<file path="src/rtl/pmem_arb_pkg.sv">
// Shared types and constants for the physical-memory port arbiter.
package pmem_arb_pkg;

   localparam int S_OFFSET = 5;
   localparam int S_LINE   = 256;
   localparam int S_ADDR   = 32;

   localparam logic [S_ADDR-1:0] LINE_ADDR_MASK = {{(S_ADDR-S_OFFSET){1'b1}}, {S_OFFSET{1'b0}}};

   typedef enum logic [1:0] {
      IDLE   = 2'd0,
      BUSY_I = 2'd1,
      BUSY_D = 2'd2
   } arb_state_t;

   typedef enum logic {
      REQ_I = 1'b0,
      REQ_D = 1'b1
   } req_id_t;

endpackage

</file>
<file path="src/rtl/pmem_arbiter.sv">
// Round-robin arbiter sharing one line-wide memory port between I-cache and D-cache.
module pmem_arbiter
   import pmem_arb_pkg::*;
#(
   parameter int s_offset = S_OFFSET,
   parameter int s_line   = S_LINE,
   parameter int s_addr   = S_ADDR
)
(
   input  logic              clk,
   input  logic              rst,
   input  logic [s_addr-1:0] i_pmem_address,
   input  logic              i_pmem_read,
   output logic [s_line-1:0] i_pmem_rdata,
   output logic              i_pmem_resp,
   input  logic [s_addr-1:0] d_pmem_address,
   input  logic              d_pmem_read,
   input  logic              d_pmem_write,
   input  logic [s_line-1:0] d_pmem_wdata,
   output logic [s_line-1:0] d_pmem_rdata,
   output logic              d_pmem_resp,
   output logic [s_addr-1:0] pmem_address,
   output logic              pmem_read,
   output logic              pmem_write,
   output logic [s_line-1:0] pmem_wdata,
   input  logic [s_line-1:0] pmem_rdata,
   input  logic              pmem_resp
);

   localparam logic [s_addr-1:0] line_mask = {{(s_addr-s_offset){1'b1}}, {s_offset{1'b0}}};

   arb_state_t state_r;
   req_id_t    last_grant_r;
   logic       req_d_s;
   logic       grant_i_s;
   logic       grant_d_s;

   // Pick the winner among current requesters; on a tie the side not served last wins.
   always_comb begin
      req_d_s   = d_pmem_read | d_pmem_write;
      grant_i_s = 1'b0;
      grant_d_s = 1'b0;
      if (i_pmem_read && req_d_s) begin
         if (last_grant_r == REQ_D) begin
            grant_i_s = 1'b1;
         end else begin
            grant_d_s = 1'b1;
         end
      end else begin
         grant_i_s = i_pmem_read;
         grant_d_s = req_d_s;
      end
   end

   // Grant FSM and latched command; the latched copy is authoritative until pmem_resp.
   always_ff @(posedge clk or negedge rst) begin
      if (!rst) begin
         state_r      <= IDLE;
         last_grant_r <= REQ_D;
         pmem_address <= {s_addr{1'b0}};
         pmem_read    <= 1'b0;
         pmem_write   <= 1'b0;
         pmem_wdata   <= {s_line{1'b0}};
      end else begin
         case (state_r)
            IDLE: begin
               if (grant_i_s) begin
                  state_r      <= BUSY_I;
                  last_grant_r <= REQ_I;
                  pmem_address <= i_pmem_address & line_mask;
                  pmem_read    <= 1'b1;
                  pmem_write   <= 1'b0;
               end else if (grant_d_s) begin
                  // A write wins if the D side illegally raises both strobes.
                  state_r      <= BUSY_D;
                  last_grant_r <= REQ_D;
                  pmem_address <= d_pmem_address & line_mask;
                  pmem_read    <= ~d_pmem_write;
                  pmem_write   <= d_pmem_write;
                  if (d_pmem_write) begin
                     pmem_wdata <= d_pmem_wdata;
                  end else begin
                     pmem_wdata <= pmem_wdata;
                  end
               end else begin
                  pmem_read  <= 1'b0;
                  pmem_write <= 1'b0;
               end
            end
            BUSY_I, BUSY_D: begin
               if (pmem_resp) begin
                  state_r    <= IDLE;
                  pmem_read  <= 1'b0;
                  pmem_write <= 1'b0;
               end else begin
                  state_r <= state_r;
               end
            end
            default: begin
               state_r    <= IDLE;
               pmem_read  <= 1'b0;
               pmem_write <= 1'b0;
            end
         endcase
      end
   end

   assign i_pmem_resp  = pmem_resp && (state_r == BUSY_I);
   assign d_pmem_resp  = pmem_resp && (state_r == BUSY_D);
   assign i_pmem_rdata = pmem_rdata;
   assign d_pmem_rdata = pmem_rdata;

endmodule

</file>
<file path="config.mk">
export PLATFORM = sky130hd
export DESIGN_NAME = pmem_arbiter
export DESIGN_NICKNAME = d
export VERILOG_FILES = /design/src/rtl/pmem_arb_pkg.sv /design/src/rtl/pmem_arbiter.sv
export SDC_FILE = /design/constraint.sdc
export NUM_CORES = 1
export LEC_CHECK = 0
export CAP_MARGIN = 30
export CORE_AREA = 2 2 536 538
export DETAILED_ROUTE_END_ITERATION = 16
export DIE_AREA = 0 0 538 540
export PLACE_DENSITY_LB_ADDON = 0.15
export SYNTH_ARGS = -nofsm -noshare
export SYNTH_HDL_FRONTEND = slang
export SYNTH_SLANG_ARGS = --single-unit
export TNS_END_PERCENT = 30
</file>
<file path="constraint.sdc">
create_clock -name clk -period 4.7 [get_ports clk]
set_input_delay 1.175 -clock clk [delete_from_list [all_inputs] [get_ports clk]]
set_output_delay 1.175 -clock clk [all_outputs]
set_load 0.1 [all_outputs]
</file>
* Word-level counts from Yosys, hierarchy flattened
Cells that the tools add are included.
** Cells by class
- Equal/unequal tests :: 4
- Mux-type cells :: 19
- Bitwise logic cells :: 3
- Reductions and logical operators :: 9
** Operator list (number)
- two-way mux 32 bit :: 2
- two-way mux 1 bit :: 11
- two-way mux 2 bit :: 3
- case mux 1 bit (2 select lines) :: 2
- case mux 2 bit (2 select lines) :: 1
- AND reduction 2 bit :: 2
- AND reduction 4 bit :: 1
- logical AND 1 bit :: 3
- != test 3 bit (second input constant) :: 1
- equality test 2 x 1 -> 1 bit (second input constant) :: 1
- equality test 2 bit (second input constant) :: 1
- zero test 2 bit :: 1
- != test 2 bit (second input constant) :: 1
- NOT 1 bit :: 2
- nonzero test 2 bit :: 1
- OR reduction 2 bit :: 1
- bitwise OR 1 bit :: 1
** Storage, ports and cells
- Bits in registers :: 293
- Bits of input ports :: 582
- Output and inout port bits :: 804

* Logic depth before layout (Yosys ltp)
- Depth in word-level cells :: 6
- Mapped depth :: 8
- Gate-level depth less buffers :: 5

* Worst setup path after synthesis
No wires, ideal clock.
- Path kind :: in2out
- Start :: input port pmem_resp
- End :: output port d_pmem_resp
- Arrival time :: 1912 ps
- Path slack :: 1613 ps
- Cell stages on the path :: 1
- Buffers on the path :: 0
- Cells stage by stage :: and2_1
** On the way
- Longest elaborated chain between the ends :: 1
** Ends and longest elaborated chain
- start: declaration :: line pmem_arbiter.sv:27 : input logic pmem_resp
- logical AND 1 bit :: line pmem_arbiter.sv:109 : assign d_pmem_resp = pmem_resp && (state_r == BUSY_D);
- end: declaration :: line pmem_arbiter.sv:21 : output logic d_pmem_resp,
Every way passes these cells.

* Worst setup path in the final report
- Start :: register pmem_wdata[25]
- End :: output port pmem_wdata[25]
** RTL lines
- start: declaration :: line pmem_arbiter.sv:25 : output logic [s_line-1:0] pmem_wdata,
- start signal: assignment :: line pmem_arbiter.sv:63 : pmem_wdata <= {s_line{1'b0}};
- start signal: assignment :: line pmem_arbiter.sv:81 : pmem_wdata <= d_pmem_wdata;
- start signal: assignment :: line pmem_arbiter.sv:83 : pmem_wdata <= pmem_wdata;
No word-level cell between the ends.

==> impl_metrics.csv <==
group,metric,value,unit
pwr,leakage,0.00983,uW
worst_setup_path,max_stage_delay,1180,ps
drt,drtIter0Drc,318,
pwr,vdd_drop_max,0.305,mV
logic_synthesis,synth.avg_cell_area,12.7,um2
clock_tree,cts_setup_buffers,0,
placement,detailed_place_hpwl,95.7,mm
clock_tree,cts-root-buf,"clkbuf_16",
logic_synthesis,synth_edf_count,0,
worst_setup_path,cp_max_fo,2,
grt,antenna_found_initial,25,
drt,wl_met2,51.7,mm
drt,drc,0,
worst_setup_path,critPathSlowestCell,"clkdlybuf4s50_1",
floorplanning,rows,196,
drt,routed.top_layer,"met5",
drt,wl_met3,19.8,mm
placement,port_buffers,602,
drt,m1WireLength,36.3,mm
worst_setup_path,critPathBufInv,1,
floorplanning,die_area,291000,um2
clock_tree,ctsResizeCount,0,
grt,grt_use_total,7.53,%
logic_synthesis,ys_async_sr_fraction,100,%
grt,grt_pass1_wl,139,mm
logic_synthesis,yosysWarningCount,0,
drt,avgViaCountPerCell,1.88,
timing,timing.final.hold_violations,0,
timing,max_freq,288,MHz
drt,firstDrtPassIters,4,
logic_synthesis,ys_types,29,
drt,wl_per_cell,21.7,um
timing,setup_viol_count_final,0,
pwr,power.total,26200,uW
clock_tree,clkLatencyLatePin,680,ps
finish,post-route-util,9.07,%
clock_tree,ctsHoldBuffers,0,
worst_setup_path,crit_chain,"clkdlybuf4s50_1",
run_status,outcome,"finished, final reports clean",
pwr,power_density,1020,nW/um2
worst_setup_path,crit_path_end_kind,"primary output",
finish,final_common_cell,"clkdlybuf4s50_1",
floorplanning,core,284000,um2
worst_setup_path,worstPathRequired,3520,ps
clock_tree,clkTransAtPathRegs,50,ps
floorplanning,die_w,538,um
flow_run,maxCapViolations,0,
clock_tree,cts_sinks,288,
placement,place_congestion,0.676,
timing,period_share,74.0,%
worst_setup_path,crit_type,"reg2out",
finish,final_layout_size_suffix_gt1_share,33.0,%
finish,area_delta_synth_final,62.6,%
logic_synthesis,yosysSeqAreaShare,45.4,%
finish,finalNetCount,2014,
timing,period_needed,3480,ps
drt,antenna_left,0,
timing,holdWs,486,ps
floorplanning,initial_utilization,5.58,%
floorplanning,top_level_ports,1386,
logic_synthesis,ys_ff_latch,288,
timing,worst_pin_slew,1060,ps
logic_synthesis,syn_area,15900,um2
drt,wirelength,114,mm
timing,final_max_slew_viol_count,0,
grt,grt_pass1_vias,10700,
grt,grt_max_degree,84,
floorplanning,dieHeight,540,um
worst_setup_path,critPathLaunchType,"flip-flop",
clock_tree,cts_tree,"built",
timing,slew_headroom,29.1,%
clock_tree,h-tree-depth,2,
timing,tns,0,ps
finish,layout_common_cells,"534 x clkdlybuf4s50_1, 287 x dfrtp_1, 200 x mux2_4",
timing,finClkSkew,38.2,ps
drt,vias,9829,
clock_tree,clk_path_buf_depth,3,
placement,dp_cells,5140,
hold_path,min_path_type,"reg2reg",
timing,rsz0062_at_grt,"no",
logic_synthesis,yosys_most_used_dff,"dfrtp_1",
clock_tree,cts_buffers,49,
grt,grt_overflow,0,
finish,fill_cells,32700,
worst_setup_path,crit_family,"buffers and inverters",
finish,final-instance-count-excl-fill,5233,
logic_synthesis,syn_inst,1249,
worst_setup_path,arrival,2300,ps
-- final timing paths --
| kind | start | endpoint | slack, ps | cells past startpoint |
|---|---|---|---|---|
| max | pmem_wdata[25] | pmem_wdata[25] | 1220 | 1 |
| min | pmem_wdata[220] | pmem_wdata[220] | 490 | 1 |
| max reg2reg | state_r[0] | pmem_wdata[214] | 2060 | 5 |
| min reg2reg | pmem_wdata[220] | pmem_wdata[220] | 490 | 1 |
| max in group asynchronous | rst | last_grant_r | 3090 | 2 |
| min in group asynchronous | rst | pmem_wdata[136] | 580 | 1 |
-- final cells by class --
class | count | area, um2 | area share [%]
well taps | 3762 | 4710 | 18.2
clock inverters | 12 | 154 | 0.596
repair buffers | 689 | 7900 | 30.6
multi-input cells | 398 | 4410 | 17.1
clock buffers | 72 | 1390 | 5.40
inverters | 3 | 11.3 | 0.0436
flip-flops and latches | 288 | 7210 | 27.9
diodes | 9 | 22.5 | 0.0873
-- through the flow --
step / instance area (um2) / setup slack (ps)
floorplan: 15900 / 1610
global placement: 22500 / 909
detailed placement: 24200 / 907
CTS: 25800 / 1060
global route: 25800 / 1120
finish: 25800 / 1220
-- kinds of logic (layout without fill, tap and decap cells) --
family | count (synthesis) | count (layout) | share of synthesized area, %
flip-flops | 288 | 288 | 45.4
AND/OR/NAND/NOR | 69 | 69 | 2.03
buffers and inverters | 567 | 776 | 27.0
other | 1 | 14 | 0.0236
AO/OA/AOI/OAI | 65 | 65 | 2.40
adder cells (fa/ha/maj) | 3 | 3 | 0.237
multiplexers | 256 | 256 | 22.9
-- routing by layer --
layer / global-route usage (%) / vias up
li1: - / 4014
met1: 7.02 / 4626
met2: 12.1 / 922
met3: 5.57 / 265
met4: 3.65 / 2
met5: 0.300 / -
-- cell usage after synthesis (2+ instances only) --
master,count,share of area (%)
buf_4,519,25
dfrtp_1,287,45
mux2_4,200,19
mux2_2,52,3.7
nor2_1,29,0.69
o21ai_0,29,0.91
a31oi_1,28,1.1
nand3_1,28,0.88
buf_6,26,1.8
buf_2,11,0.35
clkbuf_1,8,0.19
nand2_1,5,0.12
mux2_1,4,0.28
ha_1,3,0.24
inv_1,3,0.071
a21oi_1,2,0.063
and2_1,2,0.079
nor2b_1,2,0.079
-- sequential cells by signal (all words and copies together), names as in the netlist --
signal	count
pmem_write	1
pmem_read	1
state_r	2
last_grant_r	1
pmem_wdata	256
pmem_address	27
-- report_power, final --
part / internal (uW) / switching, uW / leakage (uW) / total [uW]
clock: 2150 / 1550 / 0.000746 / 3700
sequential: 3770 / 782 / 0.00338 / 4550
combinational: 5520 / 12400 / 0.00570 / 17900
Note: power is estimated with default switching activity, not from simulation.
